`config.mk`:
```
export PLATFORM = sky130hd
export DESIGN_NAME = bit_axi_arbiter
export DESIGN_NICKNAME = d
export VERILOG_FILES = /design/src/rtl/bit_axi_arbiter.sv
export SDC_FILE = /design/constraint.sdc
export NUM_CORES = 1
export LEC_CHECK = 0
export ABC_AREA = 0
export CAP_MARGIN = 20
export CORE_AREA = 2 2 149 151
export DETAILED_ROUTE_END_ITERATION = 10
export DIE_AREA = 0 0 151 153
export REMOVE_ABC_BUFFERS = 1
export SLEW_MARGIN = 20
export SYNTH_ARGS = -nofsm -noshare
export SYNTH_HDL_FRONTEND = slang
export SYNTH_SLANG_ARGS = --single-unit
export TNS_END_PERCENT = 20
```
`constraint.sdc`:
```
create_clock -name clk -period 2.5 [get_ports clk]
set_input_delay 0.5 -clock clk [delete_from_list [all_inputs] [get_ports clk]]
set_output_delay 0.5 -clock clk [all_outputs]
set_load 0.02 [all_outputs]
```
`src/rtl/bit_axi_arbiter.sv`:
```
// ---------------------------------------------------------------------------
// bit_axi_arbiter
//
// Arbitrates between the CPU instruction-fetch port and the data
// (load/store) port. Each granted request becomes one single-beat AXI read
// or write. Only one transaction is outstanding at a time. The completion
// is returned to the port that owns the transaction.
//
// Optional build macro:
//   ARB_ROUND_ROBIN_EN - when two requests arrive together, the port that
//                        was not served last wins. When the macro is not
//                        defined, the data port always wins.
//
// Ports:
//   clk, rst            clock; synchronous active-high reset
//   inst_*              fetch port (word reads only)
//   data_*              load/store port (reads and writes, size 0/1/2)
//   bus_err             pulses together with a data_ok whose AXI response
//                       was not OKAY
//   ar*/r*/aw*/w*/b*    AXI master channels. len/burst/lock/cache/prot and
//                       awid/wid/wlast are fixed.
//
// States:
//   state | meaning
//   IDLE  | no transaction; a pending request is granted this cycle
//   AR    | read address valid, waiting for arready
//   R     | waiting for the read data beat
//   AW_W  | write address and write data valid, each waiting for its ready
//   B     | waiting for the write response
// ---------------------------------------------------------------------------
module bit_axi_arbiter (
    input  logic        clk,
    input  logic        rst,

    input  logic        inst_req,
    input  logic [31:0] inst_addr,
    output logic        inst_addr_ok,
    output logic        inst_data_ok,
    output logic [31:0] inst_rdata,

    input  logic        data_req,
    input  logic        data_wr,
    input  logic [2:0]  data_size,
    input  logic [31:0] data_addr,
    input  logic [3:0]  data_wstrb,
    input  logic [31:0] data_wdata,
    output logic        data_addr_ok,
    output logic        data_data_ok,
    output logic [31:0] data_rdata,

    output logic        bus_err,

    output logic [3:0]  arid,
    output logic [31:0] araddr,
    output logic [3:0]  arlen,
    output logic [2:0]  arsize,
    output logic [1:0]  arburst,
    output logic [1:0]  arlock,
    output logic [3:0]  arcache,
    output logic [2:0]  arprot,
    output logic        arvalid,
    input  logic        arready,

    input  logic [3:0]  rid,
    input  logic [31:0] rdata,
    input  logic [1:0]  rresp,
    input  logic        rlast,
    input  logic        rvalid,
    output logic        rready,

    output logic [3:0]  awid,
    output logic [31:0] awaddr,
    output logic [3:0]  awlen,
    output logic [2:0]  awsize,
    output logic [1:0]  awburst,
    output logic [1:0]  awlock,
    output logic [3:0]  awcache,
    output logic [2:0]  awprot,
    output logic        awvalid,
    input  logic        awready,

    output logic [3:0]  wid,
    output logic [31:0] wdata,
    output logic [3:0]  wstrb,
    output logic        wlast,
    output logic        wvalid,
    input  logic        wready,

    input  logic [3:0]  bid,
    input  logic [1:0]  bresp,
    input  logic        bvalid,
    output logic        bready
);

    typedef enum logic [2:0] {
        S_IDLE = 3'd0,
        S_AR   = 3'd1,
        S_R    = 3'd2,
        S_AW_W = 3'd3,
        S_B    = 3'd4
    } state_t;

    state_t      r_state;
    state_t      w_next;

    logic        r_owner;        // 0 = inst, 1 = data
    logic [31:0] r_addr;
    logic [2:0]  r_size;
    logic [3:0]  r_wstrb;
    logic [31:0] r_wdata;
    logic        r_aw_done;
    logic        r_w_done;

    logic        r_inst_data_ok;
    logic        r_data_data_ok;
    logic        r_bus_err;
    logic [31:0] r_inst_rdata;
    logic [31:0] r_data_rdata;

    logic        w_pick_data;
    logic        w_grant_inst;
    logic        w_grant_data;
    logic        w_r_done;
    logic        w_b_done;
    logic        w_arvalid;
    logic        w_rready;
    logic        w_awvalid;
    logic        w_wvalid;
    logic        w_bready;

    // Read ID, read last and write ID are not checked.
    logic        w_unused_ok;
    assign w_unused_ok = ^{rid, rlast, bid};

    // ------------------------------------------------------------------
    // Arbitration
    // ------------------------------------------------------------------
`ifdef ARB_ROUND_ROBIN_EN
    logic r_last_data;           // 1 = data port was served last

    // The data port wins when only data is requesting. It also wins
    // when inst was served last.
    assign w_pick_data = data_req && (!inst_req || !r_last_data);

    always_ff @(posedge clk) begin
        if (rst) begin
            r_last_data <= 1'b0;
        end else if (w_grant_data) begin
            r_last_data <= 1'b1;
        end else if (w_grant_inst) begin
            r_last_data <= 1'b0;
        end
    end
`else
    assign w_pick_data = data_req;
`endif

    assign w_grant_data = (r_state == S_IDLE) && w_pick_data;
    assign w_grant_inst = (r_state == S_IDLE) && inst_req && !w_pick_data;

    assign inst_addr_ok = w_grant_inst;
    assign data_addr_ok = w_grant_data;

    // ------------------------------------------------------------------
    // FSM
    // ------------------------------------------------------------------
    always_ff @(posedge clk) begin
        if (rst) begin
            r_state <= S_IDLE;
        end else begin
            r_state <= w_next;
        end
    end

    always_comb begin
        w_next    = r_state;
        w_arvalid = 1'b0;
        w_rready  = 1'b0;
        w_awvalid = 1'b0;
        w_wvalid  = 1'b0;
        w_bready  = 1'b0;
        case (r_state)
            S_IDLE: begin
                if (w_grant_data && data_wr) begin
                    w_next = S_AW_W;
                end else if (w_grant_data || w_grant_inst) begin
                    w_next = S_AR;
                end
            end
            S_AR: begin
                w_arvalid = 1'b1;
                if (arready) begin
                    w_next = S_R;
                end
            end
            S_R: begin
                w_rready = 1'b1;
                if (rvalid) begin
                    w_next = S_IDLE;
                end
            end
            S_AW_W: begin
                // Each channel drops its valid after its own handshake.
                // Move on once both handshakes have happened.
                w_awvalid = !r_aw_done;
                w_wvalid  = !r_w_done;
                if ((r_aw_done || awready) && (r_w_done || wready)) begin
                    w_next = S_B;
                end
            end
            S_B: begin
                w_bready = 1'b1;
                if (bvalid) begin
                    w_next = S_IDLE;
                end
            end
            default: begin
                w_next = S_IDLE;
            end
        endcase
    end

    // ------------------------------------------------------------------
    // Request latch and write-handshake tracking
    // ------------------------------------------------------------------
    always_ff @(posedge clk) begin
        if (rst) begin
            r_owner <= 1'b0;
            r_addr  <= 32'd0;
            r_size  <= 3'd0;
            r_wstrb <= 4'd0;
            r_wdata <= 32'd0;
        end else if (w_grant_data) begin
            r_owner <= 1'b1;
            r_addr  <= data_addr;
            r_size  <= data_size;
            r_wstrb <= data_wstrb;
            r_wdata <= data_wdata;
        end else if (w_grant_inst) begin
            r_owner <= 1'b0;
            r_addr  <= inst_addr;
            r_size  <= 3'b010;
            r_wstrb <= 4'd0;
            r_wdata <= 32'd0;
        end
    end

    always_ff @(posedge clk) begin
        if (rst || (r_state != S_AW_W)) begin
            r_aw_done <= 1'b0;
            r_w_done  <= 1'b0;
        end else begin
            if (w_awvalid && awready) begin
                r_aw_done <= 1'b1;
            end
            if (w_wvalid && wready) begin
                r_w_done <= 1'b1;
            end
        end
    end

    // ------------------------------------------------------------------
    // Completion
    // ------------------------------------------------------------------
    assign w_r_done = (r_state == S_R) && rvalid;
    assign w_b_done = (r_state == S_B) && bvalid;

    always_ff @(posedge clk) begin
        if (rst) begin
            r_inst_data_ok <= 1'b0;
            r_data_data_ok <= 1'b0;
            r_bus_err      <= 1'b0;
            r_inst_rdata   <= 32'd0;
            r_data_rdata   <= 32'd0;
        end else begin
            r_inst_data_ok <= (w_r_done || w_b_done) && !r_owner;
            r_data_data_ok <= (w_r_done || w_b_done) && r_owner;
            r_bus_err      <= (w_r_done && (rresp != 2'b00)) ||
                              (w_b_done && (bresp != 2'b00));
            if (w_r_done && !r_owner) begin
                r_inst_rdata <= rdata;
            end
            if (w_r_done && r_owner) begin
                r_data_rdata <= rdata;
            end
        end
    end

    assign inst_data_ok = r_inst_data_ok;
    assign data_data_ok = r_data_data_ok;
    assign inst_rdata   = r_inst_rdata;
    assign data_rdata   = r_data_rdata;
    assign bus_err      = r_bus_err;

    // ------------------------------------------------------------------
    // AXI channel outputs
    // ------------------------------------------------------------------
    assign arid    = {3'b000, r_owner};
    assign araddr  = r_addr;
    assign arsize  = r_size;
    assign arvalid = w_arvalid;
    assign rready  = w_rready;

    assign awid    = 4'd1;
    assign awaddr  = r_addr;
    assign awsize  = r_size;
    assign awvalid = w_awvalid;

    assign wid     = 4'd1;
    assign wdata   = r_wdata;
    assign wstrb   = r_wstrb;
    assign wlast   = 1'b1;
    assign wvalid  = w_wvalid;

    assign bready  = w_bready;

    assign arlen   = 4'd0;
    assign arburst = 2'b01;
    assign arlock  = 2'd0;
    assign arcache = 4'd0;
    assign arprot  = 3'd0;
    assign awlen   = 4'd0;
    assign awburst = 2'b01;
    assign awlock  = 2'd0;
    assign awcache = 4'd0;
    assign awprot  = 3'd0;

endmodule

```
After elaboration in Yosys (flattened, before gate mapping). Cells that the tools add are included.

Register bits after elaboration: 144. Logic and storage cells: 75. Output and inout port bits: 223. Input port bits: 158.

Muxes and demuxes: 22. Reduce and logical (&&, ||, !) cells: 30. Equal/unequal tests: 10.

Operators with widths (number): 32-bit 2-to-1 mux (4); 3-bit 2-to-1 mux (8); 1-bit logical AND (15); 3-bit one-hot mux with 5 select lines (1); 4-bit 2-to-1 mux (2); 2-bit != test, second input constant (4); 1-bit 2-to-1 mux (7); 3-bit by 2-bit equality test with 1-bit output, second input constant (2); 1-bit logical OR (6); 2-bit nonzero test (3); 5-bit AND reduction (1); 1-bit zero test (4); 3-bit by 1-bit equality test with 1-bit output, second input constant (1); 3-bit equality test, second input constant (1); 3-bit zero test (1); 3-bit by 1-bit != test with 1-bit output, second input constant (1); 3-bit by 2-bit != test with 1-bit output, second input constant (1).

Longest topological paths before layout.
Word-level depth: 7. Gate-level depth with buffers: 7. Gate-level depth less buffers: 4.

Worst setup path after synthesis. OpenSTA, ideal clock, no wires.

Path kind: input to output. Start point: input port data_req. End point: output port inst_addr_ok. Arrival: 1.410 ns. Path slack: 0.590 ns. Stages on the path: 5. Data required time: 2.000 ns. Cells stage by stage: buf_2 nand2b_1 clkbuf_1 clkbuf_1 nor2_1.

Word-level cells in the longest chain between the ends: 2.

Ends and longest elaborated chain: start: declaration (RTL line 41) `input logic data_req,`; 1-bit zero test (RTL line 159) `assign w_grant_inst = (r_state == S_IDLE) && inst_req && !w_pick_data;`; 1-bit logical AND (RTL line 159); end: declaration (RTL line 37) `output logic inst_addr_ok,`.

No other way between the ends.

Worst setup path in the final report.
Start point: register r_state[2]. End point: output port bready.

Word-level cells in the longest chain between the ends: 2.

Ends and longest elaborated chain: start: declaration (RTL line 103) `state_t r_state;`; start signal: assignment (RTL line 171) `r_state <= w_next;`; 3-bit equality test (RTL line 182) `case (r_state)`; 1-bit 2-to-1 mux (RTL line 182); end: declaration (RTL line 92) `output logic bready`.

No other way between the ends.

==> impl_metrics.env <==
export IMPL_nets=1130
export IMPL_cts_root_buf="clkbuf_16"
export IMPL_die_y_um=153
export IMPL_min_from="inst_rdata[5]$_SDFFE_PP0P_"
export IMPL_grt_max_degree=45
export IMPL_cp_slowest_cell="clkdlybuf4s50_1"
export IMPL_drt_initial_drc_count=238
export IMPL_ys_warn_count=0
export IMPL_route_detailed_drc=0
export IMPL_gp_congestion=0.832
export IMPL_drt_pass1_iterations=4
export IMPL_final_cells=1265
export IMPL_clock_skew_ns=0.00916
export IMPL_synth_ff_type="dfxtp_1"
export IMPL_path_cells="nor3b_1 > clkdlybuf4s50_1"
export IMPL_critPathKind="reg -> out"
export IMPL_min_period_over_period=0.966
export IMPL_r2r_setup_slack_ns=0.54
export IMPL_syn_area_per_cell_um2=8.60
export IMPL_syn_to_final_growth_pct=64.9
export IMPL_drt_total_wl_mm=20.9
export IMPL_port_buffer_count=329
export IMPL_vdd_ir_drop_max_mv=0.370
export IMPL_overflow=0
export IMPL_place_hpwl_mm=14.7
export IMPL_synth_distinct_cells=33
export IMPL_clkLatencyLatePin_ns=0.41
export IMPL_h_tree_depth=4
export IMPL_crit_fanout=9
export IMPL_ios=381
export IMPL_drive_gt1_frac=0.0640
export IMPL_critPathMaxStageDelay_ns=0.67
export IMPL_r2r_end="wdata[30]$_SDFFE_PP0N_"
export IMPL_synth_compound_area_frac=0.174
export IMPL_vias=5713
export IMPL_worst_ep_required_time_ns=2.00
export IMPL_seq_area_frac_synth=0.484
export IMPL_powerDensity_nw_per_um2=745
export IMPL_cts_max_path_buffers=2
export IMPL_synth_simple_area_share=0.197
export IMPL_drv_cap=0
export IMPL_synth_fa_ha_area_frac=0
export IMPL_detail_route_vias_per_cell=4.52
export IMPL_grt_pass1_vias=5639
export IMPL_worstMarginPinSlew_ns=0.479
export IMPL_netlist_top_cells_count="dfxtp_1, nand2_1, buf_4"
export IMPL_cts_setup_buffers=0
export IMPL_cts_buffers=17
export IMPL_syn_inst=693
export IMPL_outcome="complete, no violations"
export IMPL_yosysMostFrequentCell="dfxtp_1"
export IMPL_yosys_area_share_xor_xnor=0
export IMPL_holdPathStages=2
export IMPL_antenna_found_initial=0
export IMPL_synth_area_leaders="dfxtp_1, buf_4, nand2_1"
export IMPL_synthArstFlopShare=0
export IMPL_cp_arrival_ns=1.92
export IMPL_cts_resized_gates=3
export IMPL_synth_top_area_frac=0.484
export IMPL_synth_top_family_by_area="simple AND/OR/NAND/NOR gates"
export IMPL_min_to="inst_rdata[5]$_SDFFE_PP0P_"
export IMPL_wl_per_cell_um=16.5
export IMPL_fp_dieArea_um2=23100
export IMPL_rsz0062_at_grt="true"
export IMPL_ant_nets=0
export IMPL_synth_top_area_cell="dfxtp_1"
export IMPL_period_needed_ns=2.42
export IMPL_initial_core_util=0.277
export IMPL_hold_path_class="reg -> reg"
export IMPL_tns_ns=0
export IMPL_hold_ws_ns=0.452
export IMPL_finalSetupViolCount=0
export IMPL_synth_edff_count=0
export IMPL_fmax_mhz=414
export IMPL_hold_viol_final=0
export IMPL_cts_sinks=144
export IMPL_num_antenna_cells=0
export IMPL_start_kind="flip-flop"
export IMPL_placeableCoreArea_um2=21500
export IMPL_clk_pin_slew_ns=0.06
export IMPL_placedCellCount=1233
export IMPL_r2r_start="r_state[2]$_SDFFE_PP0P_"
export IMPL_total_leakage_power_nw=3.65
export IMPL_cts_tree="done"
export IMPL_synth_area_um2=5960
export IMPL_grt_usage=0.177
export IMPL_utilization=0.458
export IMPL_grt_pass1_wl_mm=31.7
export IMPL_ys_ff_latch=144
export IMPL_power_total_w=0.00732
export IMPL_relSlewSlack=0.673
export IMPL_rr_worst_depth=6
export IMPL_rows=54
export IMPL_hold_buffers=0
export IMPL_synth_mux_area_fraction=0
export IMPL_end_kind="output pin"
export IMPL_dieWidth_um=151
export IMPL_final_max_slew_viol_count=0
## worst max-delay path: cells and delay by family, from the launching register on
family                 cells  cell delay (ns)
flip-flops                 1             0.51
buffers and inverters      1             0.67
AND/OR/NAND/NOR            1             0.33
## sequential cells by signal, indices dropped and copies added, names as in the netlist, 3 cells and up
| name | flops |
|---|---|
| data_rdata | 32 |
| r_state | 3 |
| inst_rdata | 32 |
| araddr | 32 |
| wstrb | 4 |
| wdata | 32 |
| arsize | 3 |
## cells by family after synthesis
family,Yosys count
AOI/OAI and AO/OA,149
buffers and inverters,136
DFF,144
other,2
and+or+nand+nor,262
## area by class of cell
| type | count | area [µm²] |
|---|---|---|
| multi-input cells | 453 | 2390 |
| clock inverters | 14 | 225 |
| inverters | 5 | 18.8 |
| flip-flops and latches | 144 | 2880 |
| clock buffers | 18 | 439 |
| fillers | 2116 | 11700 |
| repair buffers | 351 | 3520 |
| well taps | 280 | 350 |
## cell usage in the layout, fill, tap and decap left out, types with 4 or more instances in the layout
cell | netlist | routed
conb_1 | 2 | 42
a221oi_1 | 31 | 31
nand2b_1 | 34 | 34
inv_6 | 0 | 4
clkdlybuf4s50_1 | 0 | 324
nand2_1 | 135 | 135
buf_4 | 80 | 18
nor3_1 | 38 | 37
inv_1 | 5 | 5
a22o_1 | 38 | 38
nor2_1 | 43 | 42
a21oi_1 | 66 | 66
bufinv_16 | 0 | 5
buf_12 | 0 | 5
dfxtp_1 | 144 | 143
clkbuf_16 | 0 | 17
## stage by stage
stage,area [µm²],setup slack [ns]
6_report,9830,0.0838
5_1_grt,9830,-0.0138
4_1_cts,9830,0.00982
3_5_place_dp,9160,0.0288
3_3_place_gp,9160,0.0307
2_1_floorplan,5270,0.0131
## where the power goes
group / switching [W] / total [W] / internal [W]
Combinational: 0.000938 / 0.00182 / 0.000878
Clock: 0.00106 / 0.00287 / 0.00182
Sequential: 0.000153 / 0.00263 / 0.00248
## worst max path at each step
stage	start	endpoint	slack, ns	depth (start not counted)
2_1_floorplan	r_state[0]$_SDFFE_PP0P_	arsize[0]$_SDFFE_PP0N_	0.01	4
3_3_place_gp	data_req	data_addr_ok	0.03	4
3_5_place_dp	data_req	data_addr_ok	0.03	4
4_1_cts	r_state[2]$_SDFFE_PP0P_	inst_addr_ok	0.01	3
5_1_grt	r_state[2]$_SDFFE_PP0P_	bready	-0.01	2
6_report	r_state[2]$_SDFFE_PP0P_	bready	0.08	2
## routing by layer
| layer | track usage | up-vias | share of wire |
|---|---|---|---|
| li1 | - | 2798 | - |
| met1 | 0.216 | 2670 | 0.42 |
| met2 | 0.307 | 238 | 0.50 |
| met3 | 0.0537 | 7 | 0.071 |
| met4 | 0.0396 | 0 | 0.0072 |
| met5 | 0 | - | 0 |
No activity file was read; power rests on OpenSTA's default activity.
